--- config.mk ---
export PLATFORM = sky130hd
export DESIGN_NAME = tinyalu_responder_flat
export DESIGN_NICKNAME = d
export VERILOG_FILES = /design/src/rtl/tinyalu_if.sv /design/src/rtl/tinyalu_responder.sv /design/src/flat_wrapper.sv
export SDC_FILE = /design/constraint.sdc
export NUM_CORES = 1
export LEC_CHECK = 0
export CAP_MARGIN = 10
export CELL_PAD_IN_SITES_DETAIL_PLACEMENT = 1
export CELL_PAD_IN_SITES_GLOBAL_PLACEMENT = 1
export CORE_MARGIN = 2
export CORE_UTILIZATION = 40
export CTS_BUF_LIST = sky130_fd_sc_hd__clkbuf_8
export CTS_CLUSTER_SIZE = 28
export DETAILED_ROUTE_END_ITERATION = 7
export HOLD_SLACK_MARGIN = 0.03
export PLACE_DENSITY_LB_ADDON = 0.1
export SYNTH_ARGS = -nofsm -noshare
export SYNTH_HDL_FRONTEND = slang
export SYNTH_SLANG_ARGS = --single-unit
export TNS_END_PERCENT = 50
--- constraint.sdc ---
create_clock -name clk -period 2.2 [get_ports clk]
set_input_delay 0.22 -clock clk [delete_from_list [all_inputs] [get_ports clk]]
set_output_delay 0.22 -clock clk [all_outputs]
set_load 0.1 [all_outputs]
--- src/rtl/tinyalu_if.sv ---
// tinyalu_if: command/response bundle between a TinyALU initiator (master) and responder (slave).
interface tinyalu_if;
    logic [7:0]  A;
    logic [7:0]  B;
    logic [2:0]  op;
    logic        start;
    logic        done;
    logic [15:0] result;
    modport master (output A, B, op, start, input done, result);
    modport slave  (input A, B, op, start, output done, result);
endinterface

--- src/rtl/tinyalu_responder.sv ---
// tinyalu_responder: TinyALU command responder; define TINYALU_MUL_EN to build the multi-cycle multiplier,
// otherwise mul_op completes in one cycle with a zero result.
module tinyalu_responder #(
    parameter int MUL_LATENCY = 3
) (
    input logic       clk,
    input logic       reset,
    tinyalu_if.slave  bus
);
    typedef enum logic [1:0] {IDLE, BUSY, REARM} state_t;
    state_t      r_state, w_state;
    logic [7:0]  r_a, r_b;
    logic [2:0]  r_op;
    logic        r_pend, w_pend;
    logic        r_done, w_done;
    logic [15:0] r_result, w_result, w_alu;
    logic        w_accept;
`ifdef TINYALU_MUL_EN
    logic [2:0]  r_cnt, w_cnt;
`endif

    if (MUL_LATENCY < 2 || MUL_LATENCY > 7) begin : g_bad_latency
        $error("MUL_LATENCY must be in 2..7");
    end

    always_comb begin
        w_alu = (r_op == 3'b001) ? {7'b0, {1'b0, r_a} + {1'b0, r_b}} :
                (r_op == 3'b010) ? {8'b0, r_a & r_b} :
                (r_op == 3'b011) ? {8'b0, r_a ^ r_b} :
`ifdef TINYALU_MUL_EN
                (r_op == 3'b100) ? {8'b0, r_a} * {8'b0, r_b} :
`endif
                16'h0000;
    end

    // Single-cycle ops complete in REARM on the edge after acceptance, tracked by r_pend.
    always_comb begin
        w_state  = r_state;
        w_pend   = 1'b0;
        w_done   = 1'b0;
        w_result = r_result;
        w_accept = 1'b0;
`ifdef TINYALU_MUL_EN
        w_cnt    = r_cnt;
`endif
        case (r_state)
            IDLE: if (bus.start) begin
                w_accept = 1'b1;
`ifdef TINYALU_MUL_EN
                w_pend   = bus.op inside {3'b001, 3'b010, 3'b011};
                w_cnt    = 3'(MUL_LATENCY - 1);
                w_state  = (bus.op == 3'b100) ? BUSY : REARM;
`else
                w_pend   = bus.op inside {3'b001, 3'b010, 3'b011, 3'b100};
                w_state  = REARM;
`endif
            end
            BUSY: begin
`ifdef TINYALU_MUL_EN
                w_done   = (r_cnt == 3'd0);
                w_result = w_done ? w_alu : r_result;
                w_cnt    = w_done ? r_cnt : r_cnt - 3'd1;
                w_state  = w_done ? REARM : BUSY;
`else
                w_state  = IDLE;
`endif
            end
            REARM: begin
                w_done   = r_pend;
                w_result = r_pend ? w_alu : r_result;
                w_state  = bus.start ? REARM : IDLE;
            end
            default: w_state = IDLE;
        endcase
    end

    always_ff @(posedge clk or posedge reset) begin
        if (reset) begin
            r_state  <= IDLE;
            r_a      <= 8'h00;
            r_b      <= 8'h00;
            r_op     <= 3'b000;
            r_pend   <= 1'b0;
            r_done   <= 1'b0;
            r_result <= 16'h0000;
`ifdef TINYALU_MUL_EN
            r_cnt    <= 3'd0;
`endif
        end else begin
            r_state  <= w_state;
            r_pend   <= w_pend;
            r_done   <= w_done;
            r_result <= w_result;
`ifdef TINYALU_MUL_EN
            r_cnt    <= w_cnt;
`endif
            if (w_accept) begin
                r_a  <= bus.A;
                r_b  <= bus.B;
                r_op <= bus.op;
            end
        end
    end

    assign bus.done   = r_done;
    assign bus.result = r_result;
endmodule

--- src/flat_wrapper.sv ---
// flat-port wrapper written by rule: the top's interface ports become plain ports
module tinyalu_responder_flat 
#(
    parameter int MUL_LATENCY = 3
)
  (clk, reset, bus_A, bus_B, bus_op, bus_start, bus_done, bus_result);
  tinyalu_if bus_i ();
  input logic clk;
  input logic reset;
  input wire logic [$bits(bus_i.A)-1:0] bus_A;
  input wire logic [$bits(bus_i.B)-1:0] bus_B;
  input wire logic [$bits(bus_i.op)-1:0] bus_op;
  input wire logic [$bits(bus_i.start)-1:0] bus_start;
  output wire logic [$bits(bus_i.done)-1:0] bus_done;
  output wire logic [$bits(bus_i.result)-1:0] bus_result;
  assign bus_i.A = bus_A;
  assign bus_i.B = bus_B;
  assign bus_i.op = bus_op;
  assign bus_i.start = bus_start;
  assign bus_done = bus_i.done;
  assign bus_result = bus_i.result;
  tinyalu_responder #(.MUL_LATENCY(MUL_LATENCY)) u_core (.clk(clk), .reset(reset), .bus(bus_i));
endmodule
==> flow_summary.toml <==
[status]
status = "completed"

[clocking]
clk_transition_reported_paths_ps = 70
clock_sinks = 31
tritoncts = "yes"
clock_tree.root_cell = "sky130_fd_sc_hd__clkbuf_8"
cts_resized = 0
cts_htree_levels = 2
cts_inserted_buffers = 5
cts-root-to-sink-buffers = 2
post_cts_hold_buffer_count = 0
post_cts_buffers = 0
clock_latency_ps = 280

[floorplan]
core_area_um2 = 4290
die-area_um2 = 4970
placementRows = 24
top_level_ports = 39
die_x_um = 70.5
floorplan.initialDensity_pct = 41.2
die_h_um = 70.5

[synth]
sequential_element_share_of_the_synthesized_area_pct = 43.8
synthDistinctLibCells = 39
postSynthAreaPerCell_um2 = 10.7
count_of_flip_flops_with_a_built_in_enable_after_synthesis = 0
postSynth.asyncResetShare_pct = 100
yosys_most_used_dff = "sky130_fd_sc_hd__dfrtp_1"
yosys_warnings = 0
synthesis.area_um2 = 1770
yosys_register_bits = 31
gate_count_of_the_mapped_netlist = 165

[flow_run]
cap_viol_max_count = 0

[pwr]
share_clk_of_total_power_pct = 22.6
ir_drop_mv = 0.334
total_leakage_power_nw = 1.01
total_switching_power_mw = 0.906
comb_power_share_pct = 43.7
switching_power_as_a_share_of_total_power_pct = 42.1
power.internal_mw = 1.25
total_power_mw = 2.15
flop_pwr_share_pct = 33.8
power_density_nw_per_um2 = 981

[critical_path]
crit_type = "reg2reg"
setup.reg_to_reg.worst_slack_ps = 200
cp_cell_sequence = "ha_1, inv_1, fa_1, nand3b_1, a21oi_1, or4b_1, and3_1"
worst-r2r-cell-count = 7
timing.critical_path.arrival_ps = 2170
timing.critical_path.from_type = "flop"
slowest_delay_ps = 520
crit-reg2reg-launch = "u_core.r_b[0]$_DFFE_PP0P_"
cp.required_ps = 2370
critical_path.startpoint = "u_core.r_b[0]$_DFFE_PP0P_"
rr_endpoint = "u_core.bus.result[6]$_DFFE_PP0P_"
cp-end-kind = "flop"
crit_fanout = 4
critical_path.slowest_cell = "sky130_fd_sc_hd__or4b_1"

[route]
drt_iter0_drc = 113
drc = 0
firstDrtPassIters = 4
avgRoutedWirePerCell_um = 16.3
detailroute.via_count = 1379
postRouteAntennaNets = 0
postRouteWirelength_um = 4100
routed_via_density = 5.47

[grt]
grt_first_pass_wirelength_um = 6820
vias_in_the_first_global_route = 1482
grt_use_total_pct = 17.8
grt-ovfl-total = 0
grt_antenna_before_repair = 0
grt_max_degree = 32

[sta]
rsz0062_at_grt = "false"
skew_ps = 6.86
hold_viol = 0
finalSetupViolCount = 0
period_minus_slack_ps = 2000
timing.final.crit_share_pct = 90.8
maxClockFrequency_mhz = 501
timing.final.max_slew_violations = 0
fin_worst_hold_slack_ps = 326
setup-tns-final_ps = 0

[layout]
inserted_diodes = 0
layout.filler_cells = 496
finish.net_count = 230
layout.area.seq_um2 = 776
area_delta_synth_final_pct = 24.0
drive_above_1_share_pct = 21.5
multi_input_comb_area_um2 = 907

[worst_hold_path]
min_path_type = "in2async"

[placement]
detailed_place_hpwl_um = 3180
place.port_buffers = 31
routabilityCongestion = 0.791
sequential cells by signal, indices dropped and copies added (netlist names):
name,count
u_core.r_a,8
u_core.bus.result,9
u_core.r_b,8
u_core.bus.done,1
u_core.r_op,3
u_core.r_state,1
u_core.r_pend,1
cell usage after synthesis, types with 2 or more instances:
cell type / n / area share [%]
sky130_fd_sc_hd__nand2_1: 16 / 3.4
sky130_fd_sc_hd__nor4b_1: 3 / 1.5
sky130_fd_sc_hd__a21oi_1: 7 / 2.0
sky130_fd_sc_hd__o21ai_0: 11 / 3.1
sky130_fd_sc_hd__a211o_1: 2 / 0.99
sky130_fd_sc_hd__dfrtp_1: 31 / 44
sky130_fd_sc_hd__o21a_1: 2 / 0.85
sky130_fd_sc_hd__buf_2: 3 / 0.85
sky130_fd_sc_hd__nand3b_1: 2 / 0.85
sky130_fd_sc_hd__mux2i_1: 3 / 1.7
sky130_fd_sc_hd__and3_1: 3 / 1.1
sky130_fd_sc_hd__nor2b_1: 2 / 0.71
sky130_fd_sc_hd__a21o_1: 4 / 1.7
sky130_fd_sc_hd__ha_1: 8 / 5.7
sky130_fd_sc_hd__nor2_1: 3 / 0.64
sky130_fd_sc_hd__clkbuf_1: 5 / 1.1
sky130_fd_sc_hd__nor3_1: 2 / 0.57
sky130_fd_sc_hd__mux2_2: 19 / 12
sky130_fd_sc_hd__buf_4: 7 / 3.0
sky130_fd_sc_hd__a22oi_1: 5 / 2.1
sky130_fd_sc_hd__o211ai_1: 4 / 1.7
sky130_fd_sc_hd__inv_1: 6 / 1.3
worst max path at each step:
stage | slack (ps) | depth (start not counted) | to
after detailed placement | 210 | 7 | u_core.bus.result[6]$_DFFE_PP0P_
after global routing | 90 | 7 | u_core.bus.result[6]$_DFFE_PP0P_
after CTS | 200 | 7 | u_core.bus.result[6]$_DFFE_PP0P_
after floorplan | 380 | 7 | u_core.bus.result[6]$_DFFE_PP0P_
final | 200 | 7 | u_core.bus.result[6]$_DFFE_PP0P_
after global placement | 300 | 7 | u_core.bus.result[6]$_DFFE_PP0P_
power by group through the flow:
stage / sequential, mW / clock [mW] / combinational [mW]
finish: 0.727 / 0.485 / 0.940
global route: 0.744 / 0.534 / 1.00
CTS: 0.730 / 0.505 / 0.943
detailed placement: 0.741 / 0 / 0.941
global placement: 0.733 / 0 / 0.917
floorplan: 1.03 / 0 / 0.433
kinds of logic (layout without fill, tap and decap cells):
family                     after synthesis  count (layout)  share of synthesized area [%]
AOI/OAI and AO/OA                       41              41                           15.4
xor gates and xnor gates                 1               1                          0.495
adders and majority gates                9               9                           6.79
buffers and inverters                   21              50                           6.15
DFF                                     31              31                           43.8
muxes                                   22              22                           13.8
other                                    1               7                          0.212
and+or+nand+nor                         39              39                           13.3
layout make-up:
| type | count | share of cell area, % |
|---|---|---|
| Clock inverter | 1 | 0.171 |
| Clock buffer | 7 | 4.39 |
| Inverter | 6 | 1.03 |
| Tap cell | 52 | 2.97 |
| Multi-Input combinational cell | 119 | 41.4 |
| Timing Repair Buffer | 36 | 14.7 |
| Sequential cell | 31 | 35.4 |
per-layer routing:
layer | part of all wire (%) | vias up | GRT usage (%)
met1 | 42 | 677 | 20.8
met3 | 4.7 | 9 | 5.19
met4 | 2.1 | 0 | 8.33
li1 | - | 660 | -
met2 | 51 | 33 | 30.2
met5 | 0 | - | 0
per-stage QoR:
stage / setup slack, ps / cell area (um2) / util [%] / std cells
2_1_floorplan: 384 / 1790 / - / 171
3_5_place_dp: 207 / 2090 / 48.7 / 244
5_1_grt: 89.3 / 2190 / 51.1 / 252
6_report: 202 / 2190 / 51.1 / 252
3_3_place_gp: 300 / 2090 / 48.7 / 244
4_1_cts: 201 / 2190 / 51.1 / 252
cells in the final DEF (no fill, tap or decap), types with 3 or more instances in the layout:
master                            Yosys  routed
sky130_fd_sc_hd__a22oi_1              5       5
sky130_fd_sc_hd__ha_1                 8       8
sky130_fd_sc_hd__buf_4                7      15
sky130_fd_sc_hd__inv_1                6       7
sky130_fd_sc_hd__nor2_1               3       3
sky130_fd_sc_hd__dfrtp_1             31      31
sky130_fd_sc_hd__clkbuf_8             0       7
sky130_fd_sc_hd__a21oi_1              7       7
sky130_fd_sc_hd__mux2i_1              3       3
sky130_fd_sc_hd__nor4b_1              3       3
sky130_fd_sc_hd__o211ai_1             4       4
sky130_fd_sc_hd__a21o_1               4       4
sky130_fd_sc_hd__nand2_1             16      16
sky130_fd_sc_hd__o21ai_0             11      11
sky130_fd_sc_hd__clkdlybuf4s50_1      0      21
sky130_fd_sc_hd__and3_1               3       3
sky130_fd_sc_hd__mux2_2              19      19
sky130_fd_sc_hd__conb_1               1       7
worst max-delay path: cells and delay by family, from the launching register on:
family          cells  cell delay [ps]
simple gates        3              860
compound gates      1              120
fa+ha+maj           2              440
flops               1              380
buf+inv             1               80
No activity file was read; power rests on OpenSTA's default activity.
